### src/rtl/bus_resp_return_pkg.sv
// Shared definitions for the crossbar response return path: index widths
// and the one-hot to binary index conversion used for the in-order FIFO.
package bus_resp_return_pkg;

    // Widest decode vector the index helper accepts (NS+1 must fit here)
    localparam int ONEHOT_MAX_W = 64;
    localparam int IDX_MAX_W    = 6;

    // OR together the positions of all set bits; exact for a one-hot input
    function automatic logic [IDX_MAX_W-1:0] onehot_to_idx(input logic [ONEHOT_MAX_W-1:0] vec);
        logic [IDX_MAX_W-1:0] idx_s;
        idx_s = {IDX_MAX_W{1'b0}};
        for (int i = 0; i < ONEHOT_MAX_W; i++) begin
            idx_s = idx_s | ({IDX_MAX_W{vec[i]}} & IDX_MAX_W'(i));
        end
        return idx_s;
    endfunction

endpackage

### src/rtl/bus_resp_return_if.sv
// Bundles the decoded request, per-slave return signals and the master-side
// response of the crossbar return path.
interface bus_resp_return_if #(
    parameter int NS      = 8,
    parameter int DW      = 32,
    parameter int LGDEPTH = 3
);
    logic                i_abort;
    logic                i_req_valid;
    logic                o_req_stall;
    logic [NS:0]         i_req_decode;
    logic [NS-1:0]       o_slv_stb;
    logic [NS-1:0]       i_slv_stall;
    logic [NS-1:0]       i_slv_ack;
    logic [NS-1:0]       i_slv_err;
    logic [NS*DW-1:0]    i_slv_data;
    logic                o_ack;
    logic                o_err;
    logic [DW-1:0]       o_data;
    logic [LGDEPTH:0]    o_outstanding;
    logic                o_fault;

    // Return-path block side
    modport slave (
        input  i_abort, i_req_valid, i_req_decode, i_slv_stall, i_slv_ack, i_slv_err, i_slv_data,
        output o_req_stall, o_slv_stb, o_ack, o_err, o_data, o_outstanding, o_fault
    );

    // Environment side: master request plus the slaves' returns
    modport master (
        output i_abort, i_req_valid, i_req_decode, i_slv_stall, i_slv_ack, i_slv_err, i_slv_data,
        input  o_req_stall, o_slv_stb, o_ack, o_err, o_data, o_outstanding, o_fault
    );
endinterface

### src/rtl/bus_resp_return_idx_fifo.sv
// In-order FIFO of slave indices with synchronous flush and a fill count.
module bus_resp_return_idx_fifo #(
    parameter int W       = 4,
    parameter int LGDEPTH = 3
) (
    input  logic             i_clk,
    input  logic             i_reset,
    input  logic             i_flush,
    input  logic             i_push,
    input  logic [W-1:0]     i_push_data,
    input  logic             i_pop,
    output logic [W-1:0]     o_head,
    output logic [LGDEPTH:0] o_fill,
    output logic             o_full,
    output logic             o_empty
);
    localparam int DEPTH = 2**LGDEPTH;

    logic [W-1:0]         mem_r [DEPTH];
    logic [LGDEPTH-1:0]   wr_ptr_r;
    logic [LGDEPTH-1:0]   rd_ptr_r;
    logic [LGDEPTH:0]     fill_r;

    // Pointers wrap naturally; fill tracks push/pop and is cleared by flush
    always_ff @(posedge i_clk) begin
        if (i_reset || i_flush) begin
            wr_ptr_r <= {LGDEPTH{1'b0}};
            rd_ptr_r <= {LGDEPTH{1'b0}};
            fill_r   <= {(LGDEPTH+1){1'b0}};
        end else begin
            if (i_push) begin
                wr_ptr_r <= wr_ptr_r + LGDEPTH'(1);
            end
            if (i_pop) begin
                rd_ptr_r <= rd_ptr_r + LGDEPTH'(1);
            end
            case ({i_push, i_pop})
                2'b10:   fill_r <= fill_r + (LGDEPTH+1)'(1);
                2'b01:   fill_r <= fill_r - (LGDEPTH+1)'(1);
                default: fill_r <= fill_r;
            endcase
        end
    end

    // Storage: entries are only meaningful below the fill level, so no reset
    always_ff @(posedge i_clk) begin
        if (i_push && !i_flush && !i_reset) begin
            mem_r[wr_ptr_r] <= i_push_data;
        end
    end

    assign o_head  = mem_r[rd_ptr_r];
    assign o_fill  = fill_r;
    assign o_full  = (fill_r == (LGDEPTH+1)'(DEPTH));
    assign o_empty = (fill_r == {(LGDEPTH+1){1'b0}});

endmodule

### src/rtl/bus_resp_return.sv
// Crossbar return path: gates decoded requests to slaves, remembers their
// order, accepts responses only from the slave at the head of that order and
// synthesises bus-error responses for requests that decoded to no slave.
module bus_resp_return
    import bus_resp_return_pkg::*;
#(
    parameter int NS           = 8,
    parameter int DW           = 32,
    parameter int LGDEPTH      = 3,
    parameter bit OPT_LOWPOWER = 1'b0
) (
    input  logic          i_clk,
    input  logic          i_reset,
    bus_resp_return_if.slave bus
);
    localparam int IDXW = $clog2(NS+1);

    logic             full_s;
    logic             empty_s;
    logic             stall_s;
    logic             accept_s;
    logic             pop_s;
    logic             stray_ack_s;
    logic             head_is_err_s;
    logic             head_ack_s;
    logic             resp_err_s;
    logic [IDXW-1:0]  push_idx_s;
    logic [IDXW-1:0]  head_s;
    logic [NS-1:0]    head_mask_s;
    logic [DW-1:0]    resp_data_s;
    logic [LGDEPTH:0] fill_s;

    logic             ack_r;
    logic             err_r;
    logic [DW-1:0]    data_r;
    logic             fault_r;

    // Full comes from registered fill, so a same-cycle pop never admits a push
    assign stall_s    = full_s || (|(bus.i_req_decode[NS-1:0] & bus.i_slv_stall)) || bus.i_abort;
    assign accept_s   = bus.i_req_valid && !stall_s;
    assign push_idx_s = IDXW'(onehot_to_idx(ONEHOT_MAX_W'(bus.i_req_decode)));

    assign bus.o_req_stall = stall_s;
    assign bus.o_slv_stb   = accept_s ? bus.i_req_decode[NS-1:0] : {NS{1'b0}};

    // Head decode: select the one slave whose response may be returned next
    always_comb begin
        head_mask_s = {NS{1'b0}};
        resp_data_s = {DW{1'b0}};
        resp_err_s  = 1'b0;
        for (int k = 0; k < NS; k++) begin
            head_mask_s[k] = (head_s == IDXW'(k));
            resp_data_s    = resp_data_s | ({DW{head_mask_s[k]}} & bus.i_slv_data[k*DW +: DW]);
            resp_err_s     = resp_err_s | (head_mask_s[k] & bus.i_slv_err[k]);
        end
    end

    // A no-slave head pops on its own; a slave head pops on that slave's ack
    assign head_is_err_s = (head_s == IDXW'(NS));
    assign head_ack_s    = |(bus.i_slv_ack & head_mask_s);
    assign pop_s         = !empty_s && !bus.i_abort && (head_is_err_s || head_ack_s);
    assign stray_ack_s   = !empty_s && (|(bus.i_slv_ack & ~head_mask_s));

    bus_resp_return_idx_fifo #(
        .W       (IDXW),
        .LGDEPTH (LGDEPTH)
    ) u_idx_fifo (
        .i_clk       (i_clk),
        .i_reset     (i_reset),
        .i_flush     (bus.i_abort),
        .i_push      (accept_s),
        .i_push_data (push_idx_s),
        .i_pop       (pop_s),
        .o_head      (head_s),
        .o_fill      (fill_s),
        .o_full      (full_s),
        .o_empty     (empty_s)
    );

    // Registered response to the master plus the sticky protocol-fault flag
    always_ff @(posedge i_clk) begin
        if (i_reset) begin
            ack_r   <= 1'b0;
            err_r   <= 1'b0;
            data_r  <= {DW{1'b0}};
            fault_r <= 1'b0;
        end else if (bus.i_abort) begin
            ack_r <= 1'b0;
            err_r <= 1'b0;
            if (OPT_LOWPOWER) begin
                data_r <= {DW{1'b0}};
            end
        end else begin
            ack_r   <= pop_s;
            fault_r <= fault_r | stray_ack_s;
            if (pop_s) begin
                err_r  <= head_is_err_s | resp_err_s;
                data_r <= head_is_err_s ? {DW{1'b0}} : resp_data_s;
            end else begin
                err_r <= 1'b0;
                if (OPT_LOWPOWER) begin
                    data_r <= {DW{1'b0}};
                end
            end
        end
    end

    assign bus.o_ack         = ack_r;
    assign bus.o_err         = err_r;
    assign bus.o_data        = data_r;
    assign bus.o_outstanding = fill_s;
    assign bus.o_fault       = fault_r;

endmodule

### src/flat_wrapper.sv
// flat-port wrapper written by rule: the top's interface ports become plain ports
module bus_resp_return_flat import bus_resp_return_pkg::*;
#(
    parameter int NS           = 8,
    parameter int DW           = 32,
    parameter int LGDEPTH      = 3,
    parameter bit OPT_LOWPOWER = 1'b0
)
  (i_clk, i_reset, bus_i_abort, bus_i_req_valid, bus_i_req_decode, bus_i_slv_stall, bus_i_slv_ack, bus_i_slv_err, bus_i_slv_data, bus_o_req_stall, bus_o_slv_stb, bus_o_ack, bus_o_err, bus_o_data, bus_o_outstanding, bus_o_fault);
  bus_resp_return_if #(.NS(NS), .DW(DW), .LGDEPTH(LGDEPTH)) bus_i ();
  input  logic i_clk;
  input  logic i_reset;
  input wire logic [$bits(bus_i.i_abort)-1:0] bus_i_abort;
  input wire logic [$bits(bus_i.i_req_valid)-1:0] bus_i_req_valid;
  input wire logic [$bits(bus_i.i_req_decode)-1:0] bus_i_req_decode;
  input wire logic [$bits(bus_i.i_slv_stall)-1:0] bus_i_slv_stall;
  input wire logic [$bits(bus_i.i_slv_ack)-1:0] bus_i_slv_ack;
  input wire logic [$bits(bus_i.i_slv_err)-1:0] bus_i_slv_err;
  input wire logic [$bits(bus_i.i_slv_data)-1:0] bus_i_slv_data;
  output wire logic [$bits(bus_i.o_req_stall)-1:0] bus_o_req_stall;
  output wire logic [$bits(bus_i.o_slv_stb)-1:0] bus_o_slv_stb;
  output wire logic [$bits(bus_i.o_ack)-1:0] bus_o_ack;
  output wire logic [$bits(bus_i.o_err)-1:0] bus_o_err;
  output wire logic [$bits(bus_i.o_data)-1:0] bus_o_data;
  output wire logic [$bits(bus_i.o_outstanding)-1:0] bus_o_outstanding;
  output wire logic [$bits(bus_i.o_fault)-1:0] bus_o_fault;
  assign bus_i.i_abort = bus_i_abort;
  assign bus_i.i_req_valid = bus_i_req_valid;
  assign bus_i.i_req_decode = bus_i_req_decode;
  assign bus_i.i_slv_stall = bus_i_slv_stall;
  assign bus_i.i_slv_ack = bus_i_slv_ack;
  assign bus_i.i_slv_err = bus_i_slv_err;
  assign bus_i.i_slv_data = bus_i_slv_data;
  assign bus_o_req_stall = bus_i.o_req_stall;
  assign bus_o_slv_stb = bus_i.o_slv_stb;
  assign bus_o_ack = bus_i.o_ack;
  assign bus_o_err = bus_i.o_err;
  assign bus_o_data = bus_i.o_data;
  assign bus_o_outstanding = bus_i.o_outstanding;
  assign bus_o_fault = bus_i.o_fault;
  bus_resp_return #(.NS(NS), .DW(DW), .LGDEPTH(LGDEPTH), .OPT_LOWPOWER(OPT_LOWPOWER)) u_core (.i_clk(i_clk), .i_reset(i_reset), .bus(bus_i));
endmodule
### config.mk
export PLATFORM = sky130hd
export DESIGN_NAME = bus_resp_return_flat
export DESIGN_NICKNAME = d
export VERILOG_FILES = /design/src/rtl/bus_resp_return_pkg.sv /design/src/rtl/bus_resp_return_if.sv /design/src/rtl/bus_resp_return_idx_fifo.sv /design/src/rtl/bus_resp_return.sv /design/src/flat_wrapper.sv
export SDC_FILE = /design/constraint.sdc
export NUM_CORES = 1
export LEC_CHECK = 0
export ABC_AREA = 0
export CORE_AREA = 2 2 131 133
export CTS_CLUSTER_DIAMETER = 120
export DETAILED_ROUTE_END_ITERATION = 8
export DIE_AREA = 0 0 133 135
export GPL_TIMING_DRIVEN = 1
export HOLD_SLACK_MARGIN = 0.06
export PLACE_DENSITY = 0.74
export SKIP_CTS_REPAIR_TIMING = 1
export SLEW_MARGIN = 30
export SYNTH_ARGS = -nofsm -noshare
export SYNTH_HDL_FRONTEND = slang
export SYNTH_SLANG_ARGS = --single-unit
export TNS_END_PERCENT = 20
### constraint.sdc
create_clock -name i_clk -period 8 [get_ports i_clk]
set_clock_uncertainty 0.2 [all_clocks]
set_input_delay 1.6 -clock i_clk [delete_from_list [all_inputs] [get_ports i_clk]]
set_output_delay 1.6 -clock i_clk [all_outputs]
set_load 0.01 [all_outputs]
==> out/metrics.cfg, run 1 <==
[sta]
setup_viol=0
min_period_ns=5.30
rsz0062_at_grt=false
finalCritPeriodShare=0.663
fmax_mhz=189
tightest_slew_ns=0.989
hold_viol=0
max_slew_margin=0.340
drv_slew=0
holdWs_ns=0.257
fin_setup_tns_ns=0

[synth]
syn-instance-count=594
synth_warnings=0
synth_area_um2=5550
ys_ff_latch=80
ys.flop_type=dfxtp_1
syn_area_per_cell_um2=9.35
syn_nets=893
synth_cell_types=61
synth_seq_area_share=0.346
async_reset_ff_frac=0
synth_edf_count=32

[worst_setup_path]
cp-start-kind=primary input
required_ns=6.20
crit_slowest_cell=clkdlybuf4s50_1
path_cells=clkdlybuf4s50_1 -> a222oi_1 -> and3_1 -> and3_1 -> clkdlybuf4s50_1
crit_buf_inv=2
cpLargestDelayFamily=buffers and inverters
cp_slowest_stage_delay_ns=0.54
critPathCaptureType=output port
worstPathArrival_ns=3.50
cp_max_fo=10
crit_type=in -> out

[cts]
cts_tree=done
clk_pin_slew_worst_paths_ns=0.06
clock-sinks=80
cts_buffer_depth=2
cts_buffers=9
cts_htree_levels=3
cts_root_buffer=clkbuf_16
insertion_delay_ns=0.34

[detailed_routing]
dr.pass1.iters=6
routed_via_density=5.57
drt-total-wl_um=27200
drt_iter0_drc=558
post_drt_wl_per_cell_um=23.9
drc=0
ant_nets=0
via_count=6322

[layout]
mostFrequentLayoutCell=clkdlybuf4s50_1
drive_gt1_frac=0.0864
regArea_um2=1920
syn2layout_area_growth_pct=68.8
multi_input_area_um2=3360
mostFrequentLayoutCells=339 x clkdlybuf4s50_1, 80 x nand2_1, 53 x a22oi_1
nNetsFinal=1208
fillCellCount=1470

[pwr]
ir_drop_mv=0.0825
power_per_cell_area_nw_per_um2=109
p_leak_nw=3.35

[run]
cap_violations=0

[grt]
grt_use_total=0.290
grt_pass1_vias=6148
antenna_found_initial=0
grt_pass1_wl_um=38400
grt_overflow_total=0
grt_max_degree=43

[floorplanning]
die-area_um2=18000
core.rowCount=47
chipWidth_um=133
die_h_um=135
start_util=0.339
pin_count=341
design.core.area_um2=16400

[placement]
io_buffers=340
routabilityCongestion=0.880
dp.final_hpwl_um=20700

[worst_hold_path]
hold_path_class=reg -> reg

[outcome]
status=complete, no violations

[worst paths after layout]
kind / startpoint / slack [ns] / end / depth (start not counted)
max reg2reg: flip-flop / 3.22 / u_core.u_idx_fifo.o_fill[3] / 14
min: u_core.bus.o_fault / 0.26 / u_core.bus.o_fault / 2
max: bus_i_req_decode[4] / 2.70 / bus_o_slv_stb[6] / 5
min reg2reg: u_core.bus.o_fault / 0.26 / u_core.bus.o_fault / 2
[state kept, by name, summed over array words and instances (netlist names), named ones only]
| signal | count |
|---|---|
| u_core.bus.o_err | 1 |
| u_core.bus.o_data | 32 |
| u_core.u_idx_fifo.o_fill | 4 |
| u_core.u_idx_fifo.wr_ptr_r | 3 |
| u_core.u_idx_fifo.rd_ptr_r | 3 |
| u_core.bus.o_fault | 1 |
| u_core.u_idx_fifo.mem_r | 32 |
| u_core.bus.o_ack | 1 |
[through the flow]
step                 util  area, um^2  setup WS, ns  total power, mW  cells
floorplan               -        5550          3.72            0.468    594
global placement    0.553        9070          2.73            0.630   1117
detailed placement  0.553        9070          2.69            0.631   1117
CTS                 0.570        9360          2.68             1.03   1133
global route        0.571        9370          2.59             1.06   1134
finish              0.571        9370          2.70             1.02   1135
[synthesized netlist by cell type (6+ instances only)]
master	count	area, um^2
a211oi_1	7	52.6
a21o_1	6	45.0
a21oi_1	9	45.0
a221o_1	6	60.1
a221oi_1	6	52.6
a222oi_1	13	130
a22o_1	10	87.6
a22oi_1	53	398
a31o_2	13	114
a31oi_1	9	56.3
and3_1	11	68.8
buf_2	15	75.1
clkbuf_1	20	75.1
dfxtp_1	48	961
edfxtp_1	32	961
inv_1	14	52.6
mux2_2	11	124
mux2i_1	49	490
mux4_2	6	135
nand2_1	80	300
nand3_1	33	165
nor2_1	22	82.6
nor2b_1	10	62.6
nor3_1	10	50.1
o21ai_0	7	35.0
[power breakdown]
group,leakage [nW],internal (mW),switching [mW]
Sequential,0.706,0.423,0.000429
Combinational,2.50,0.143,0.0575
Clock,0.145,0.224,0.176
Total,3.35,0.790,0.234
[per-layer routing]
layer,GRT usage,wire (um),part of all wire,up-vias
met5,0,0,0,-
met4,0.0938,619,0.023,0
met3,0.109,3290,0.12,38
met2,0.448,12100,0.45,391
met1,0.374,11200,0.41,2952
li1,-,-,-,2941
[worst min-delay path, cell delays in order, from the launching register on]
cell	delay, ns
dfxtp_1	0.31
inv_1	0.05
a21oi_1	0.05
[logic make-up after synthesis]
| logic type | count (synthesis) | share of synthesized area |
|---|---|---|
| AND/OR/NAND/NOR | 194 | 0.166 |
| AO/OA/AOI/OAI | 175 | 0.253 |
| flip-flops | 80 | 0.346 |
| multiplexers | 74 | 0.161 |
| buffers and inverters | 60 | 0.0523 |
| adder cells (fa/ha/maj) | 6 | 0.0149 |
| XOR/XNOR | 5 | 0.00789 |
[layout make-up]
type / count / share of cell area
flip-flops and latches: 80 / 0.205
clock buffers: 10 / 0.0255
repair buffers: 350 / 0.371
clock inverters: 6 / 0.00521
well taps: 220 / 0.0294
diodes: 1 / 0.000267
multi-input cells: 454 / 0.358
inverters: 14 / 0.00561
No activity file was read; power rests on OpenSTA's default activity.
==> run 2, diff against run 1 <==
- CORE_AREA: 2 2 131 133 -> 2 2 132 134
- DIE_AREA: 0 0 133 135 -> 0 0 134 136
- PLACE_DENSITY: 0.74 -> 0.73
- clock period: 8 -> 5.4 ns (I/O delays scaled with it)
==> run 2 against run 1 <==
Compared with the run above:
- cell count grew 0.79%
- hold slack gained 0.0030 ns
- sequential cell count is the same
- final area grew 0.31%
- largest cell class unchanged
- power grew 45%
- critical path type is now reg -> reg
- critical endpoint is now u_core.u_idx_fifo.o_fill[3]
- combinational power grew 49%
- clock power grew 41%
==> out/metrics.cfg, run 2 (synthesis gave the netlist of run 1 again) <==
[grt]
grt_pass1_wl_um=38000
grt_use_total=0.281
grt_max_degree=42
grt_pass1_vias=6230
antenna_found_initial=1
grt_overflow_total=0

[sta]
tightest_slew_ns=0.991
holdWs_ns=0.260
setup_ws_ns=0.871
fin_setup_tns_ns=0
max_slew_margin=0.339
fmax_mhz=221
rsz0062_at_grt=false
setup_viol=0
min_period_ns=4.53
hold_viol=0
finalCritPeriodShare=0.839
drv_slew=0

[layout]
nNetsFinal=1213
stdcell_area_um2=9400
drive_gt1_frac=0.0903
fillCellCount=1524
syn2layout_area_growth_pct=69.3
regArea_um2=1920
mostFrequentLayoutCells=339 x clkdlybuf4s50_1, 80 x nand2_1, 53 x a22oi_1
diodes=0
mostFrequentLayoutCell=clkdlybuf4s50_1
multi_input_area_um2=3360
finish.utilization=0.557
stdcell_count=1144

[worst_setup_path]
r2r_slack_ns=0.87
cpLargestDelayFamily=multiplexers
cp_max_fo=14
cp_slowest_stage_delay_ns=0.81
crit_slowest_cell=dfxtp_1
worstPathArrival_ns=4.61
r2r-end=u_core.u_idx_fifo.o_fill[3]
crit_buf_inv=1
cp-start-kind=flip-flop
required_ns=5.48
critPathCaptureType=flip-flop
path_cells=mux4_2 -> mux2i_4 -> nand3_1 -> a211o_1 -> and3_1 -> a21o_2 -> inv_1 -> ha_1 -> ha_1 -> a21o_1 -> a21oi_1 -> xnor2_1 -> or3_1 -> a21oi_1
r2r_cells=14
crit_type=reg -> reg

[run]
cap_violations=0

[detailed_routing]
dr.pass1.iters=6
via_count=6327
drt_iter0_drc=511
routed_via_density=5.53
ant_nets=0
drc=0
post_drt_wl_per_cell_um=23.3
drt-total-wl_um=26700

[cts]
cts_root_buffer=clkbuf_16
clock-sinks=80
cts_tree=done
cts_htree_levels=3
cts_buffer_depth=2
cts_buffers=9
insertion_delay_ns=0.35
clk_pin_slew_worst_paths_ns=0.06

[worst_hold_path]
whs_path_depth=2
min-delay-start=u_core.bus.o_fault
min_to=u_core.bus.o_fault
hold_path_class=reg -> reg

[outcome]
status=complete, no violations

[placement]
pre_cts_ws_ns=0.856
place_area_um2=9120
io_buffers=340
dp.cells=1128
routabilityCongestion=0.870
dp.final_hpwl_um=20800

[pwr]
total_power_mw=1.49
ir_drop_mv=0.123
p_leak_nw=3.35
power_per_cell_area_nw_per_um2=158

[floorplanning]
chipWidth_um=134
design.core.area_um2=16900
die-area_um2=18200
core.rowCount=48
start_util=0.329
pin_count=341
die_h_um=136

==> run 2: cell count changes in the layout (fill, tap and decap cells not counted), sizes merged <==
| cell | delta |
|---|---|
| buf | +5 |
| clkinv | +2 |
| clkinvlp | +2 |
| diode | -1 |
| inv | -4 |
==> run 2: power by group <==
group	switching [mW]	internal, mW	total [mW]
registers	0.000701	0.626	0.627
logic	0.0859	0.213	0.299
clock network	0.250	0.313	0.563
==> run 2: area by class of cell <==
| class | count | area share |
|---|---|---|
| clock inverter | 6 | 0.00479 |
| timing repair buffer | 355 | 0.373 |
| multi-input combinational | 454 | 0.357 |
| inverter | 14 | 0.00559 |
| clock buffer | 10 | 0.0244 |
| sequential | 80 | 0.204 |
| tap | 225 | 0.0299 |
==> run 2: worst max path at each step <==
| stage | start | to | cells past startpoint |
|---|---|---|---|
| after floorplan | flip-flop | u_core.u_idx_fifo.o_fill[3] | 18 |
| after global placement | flip-flop | u_core.u_idx_fifo.o_fill[3] | 15 |
| after detailed placement | flip-flop | u_core.u_idx_fifo.o_fill[3] | 14 |
| after CTS | flip-flop | u_core.u_idx_fifo.o_fill[3] | 14 |
| after global routing | flip-flop | u_core.u_idx_fifo.o_fill[3] | 15 |
| final | flip-flop | u_core.u_idx_fifo.o_fill[3] | 14 |
==> run 2: per-layer routing <==
layer	track usage	vias to the layer above	part of all wire
met5	0	-	0
met4	0.0892	0	0.021
met3	0.0966	39	0.12
met2	0.442	352	0.45
met1	0.363	2990	0.41
li1	-	2946	-
==> run 2: worst reg2reg max path, stage by stage (launching register included) <==
cell     delay (ns)
dfxtp_1        0.81
mux4_2         0.64
mux2i_4        0.48
nand3_1        0.14
a211o_1        0.29
and3_1         0.21
a21o_2         0.20
inv_1          0.15
ha_1           0.23
ha_1           0.24
a21o_1         0.17
a21oi_1        0.17
xnor2_1        0.10
or3_1          0.30
a21oi_1        0.13
==> run 3, diff against run 2 <==
- CORE_AREA: 2 2 132 134 -> 2 2 131 133
- DIE_AREA: 0 0 134 136 -> 0 0 133 135
- PLACE_DENSITY: 0.73 -> 0.77
- clock period: 5.4 -> 4.14 ns (I/O delays scaled with it)
==> run 3 against run 2 <==
Compared with the run above:
- clock power is 67% higher
- critical path depth is 1 higher
- global-route usage is 1.8 points higher
- routed wire length is 3.7% higher
- utilization is 3.1 points higher
- power is 44% higher
- cell count is 1.4% higher
- combinational power is 32% higher
- via count is 1.8% higher
- sequential share of layout area is 0.52 points lower
- hold slack worse by 0.0042 ns
- maximum frequency is 16% higher
==> out/metrics.cfg, run 3 (synthesis gave the netlist of run 1 again) <==
[worst_setup_path]
crit_type=reg -> reg
critPathCaptureType=flip-flop
cpLargestDelayFamily=compound AO/OA/AOI/OAI gates
cp_max_fo=11
worstPathArrival_ns=3.99
required_ns=4.21
cp-start-kind=flip-flop
path_cells=buf_4 -> mux4_2 -> mux2_4 -> nor3_2 -> o21ai_1 -> a21o_1 -> a21o_2 -> inv_1 -> ha_1 -> ha_1 -> a21o_1 -> a21oi_1 -> xnor2_1 -> or3_1 -> a21oi_1
crit_slowest_cell=mux4_2
cp_slowest_stage_delay_ns=0.57
crit_buf_inv=2

[pwr]
switching_power_mw=0.445
p_sw_frac=0.207
p_leak_nw=3.51
p_seq_frac=0.380
p_comb_frac=0.183
clock_power_share=0.437
p_int_mw=1.71
ir_drop_mv=0.155
power_per_cell_area_nw_per_um2=223

[layout]
nNetsFinal=1234
multi_input_area_um2=3360
diodes=0
stdcell_count=1160
drive_gt1_frac=0.113
regArea_um2=1920
mostFrequentLayoutCell=clkdlybuf4s50_1
fillCellCount=1434
syn2layout_area_growth_pct=73.7
mostFrequentLayoutCells=339 x clkdlybuf4s50_1, 80 x nand2_1, 53 x a22oi_1

[floorplanning]
pin_count=341
die_h_um=135
chipWidth_um=133
design.core.area_um2=16400
start_util=0.339
core.rowCount=47
die-area_um2=18000

[cts]
clock-sinks=80
cts_root_buffer=clkbuf_16
cts_tree=done
cts_htree_levels=3
clk_pin_slew_worst_paths_ns=0.06
insertion_delay_ns=0.34
cts_buffer_depth=2
cts_buffers=9

[sta]
fmax_mhz=255
hold_viol=0
setup_ws_ns=0.219
min_period_ns=3.92
fin_setup_tns_ns=0
max_slew_margin=0.469
setup_viol=0
rsz0062_at_grt=false
drv_slew=0
finalCritPeriodShare=0.947
tightest_slew_ns=0.797

[detailed_routing]
routed_via_density=5.56
post_drt_wl_per_cell_um=23.9
drt-total-wl_um=27700
ant_nets=0
drt_iter0_drc=450
via_count=6444
drc=0
dr.pass1.iters=5

[grt]
grt_use_total=0.299
grt_max_degree=42
antenna_found_initial=3
grt_overflow_total=0
grt_pass1_vias=6508
grt_pass1_wl_um=40000

[placement]
io_buffers=340
routabilityCongestion=0.909
dp.cells=1144
dp.final_hpwl_um=21800
pre_cts_ws_ns=0.199

[outcome]
status=complete, no violations

[worst_hold_path]
hold_path_class=reg -> reg

[run]
cap_violations=0

## run 3: final cells by class
type	instances	share of cell area
repair buffers	376	0.382
multi-input cells	454	0.348
flip-flops and latches	80	0.199
well taps	220	0.0285
clock buffers	10	0.0248
clock inverters	6	0.0121
inverters	14	0.00545
## run 3: worst reg2reg max path: cells and delay by family (launching register included)
family / cells / cell delay [ns]
flops: 1 / 0.33
buf+inv: 2 / 0.39
xor+xnor: 1 / 0.09
simple gates: 2 / 0.47
mux: 2 / 0.88
compound gates: 6 / 1.02
fa+ha+maj: 2 / 0.48
## run 3: stage by stage
step                power [mW]  hold WS (ns)  instance area [um^2]  utilization
floorplan                0.905         0.246                  5550            -
global placement          1.22         0.238                  9290        0.566
detailed placement        1.22         0.237                  9290        0.566
CTS                       2.17         0.253                  9640        0.588
global route              2.22         0.286                  9650        0.588
finish                    2.15         0.255                  9650        0.588
## run 3: path summary, 6_finish.rpt
path	startpoint	end	slack [ns]	depth (start not counted)
worst max-delay path	flip-flop	u_core.u_idx_fifo.o_fill[3]	0.22	15
worst min-delay path	u_core.bus.o_fault	u_core.bus.o_fault	0.26	2
worst max register to register	flip-flop	u_core.u_idx_fifo.o_fill[3]	0.22	15
worst min register to register	u_core.bus.o_fault	u_core.bus.o_fault	0.26	2
## run 3: layer usage
| layer | GRT usage | vias up | share of wire |
|---|---|---|---|
| met1 | 0.368 | 3049 | 0.40 |
| met2 | 0.491 | 350 | 0.46 |
| met5 | 0 | - | 0.0015 |
| met3 | 0.106 | 40 | 0.11 |
| met4 | 0.0944 | 6 | 0.024 |
| li1 | - | 2999 | - |
## run 3: power by group through the flow
stage | clock network (mW) | logic [mW] | registers [mW]
CTS | 0.958 | 0.392 | 0.818
finish | 0.940 | 0.394 | 0.818
global route | 0.985 | 0.415 | 0.817
global placement | 0 | 0.387 | 0.835
detailed placement | 0 | 0.389 | 0.835
floorplan | 0 | 0.0700 | 0.835
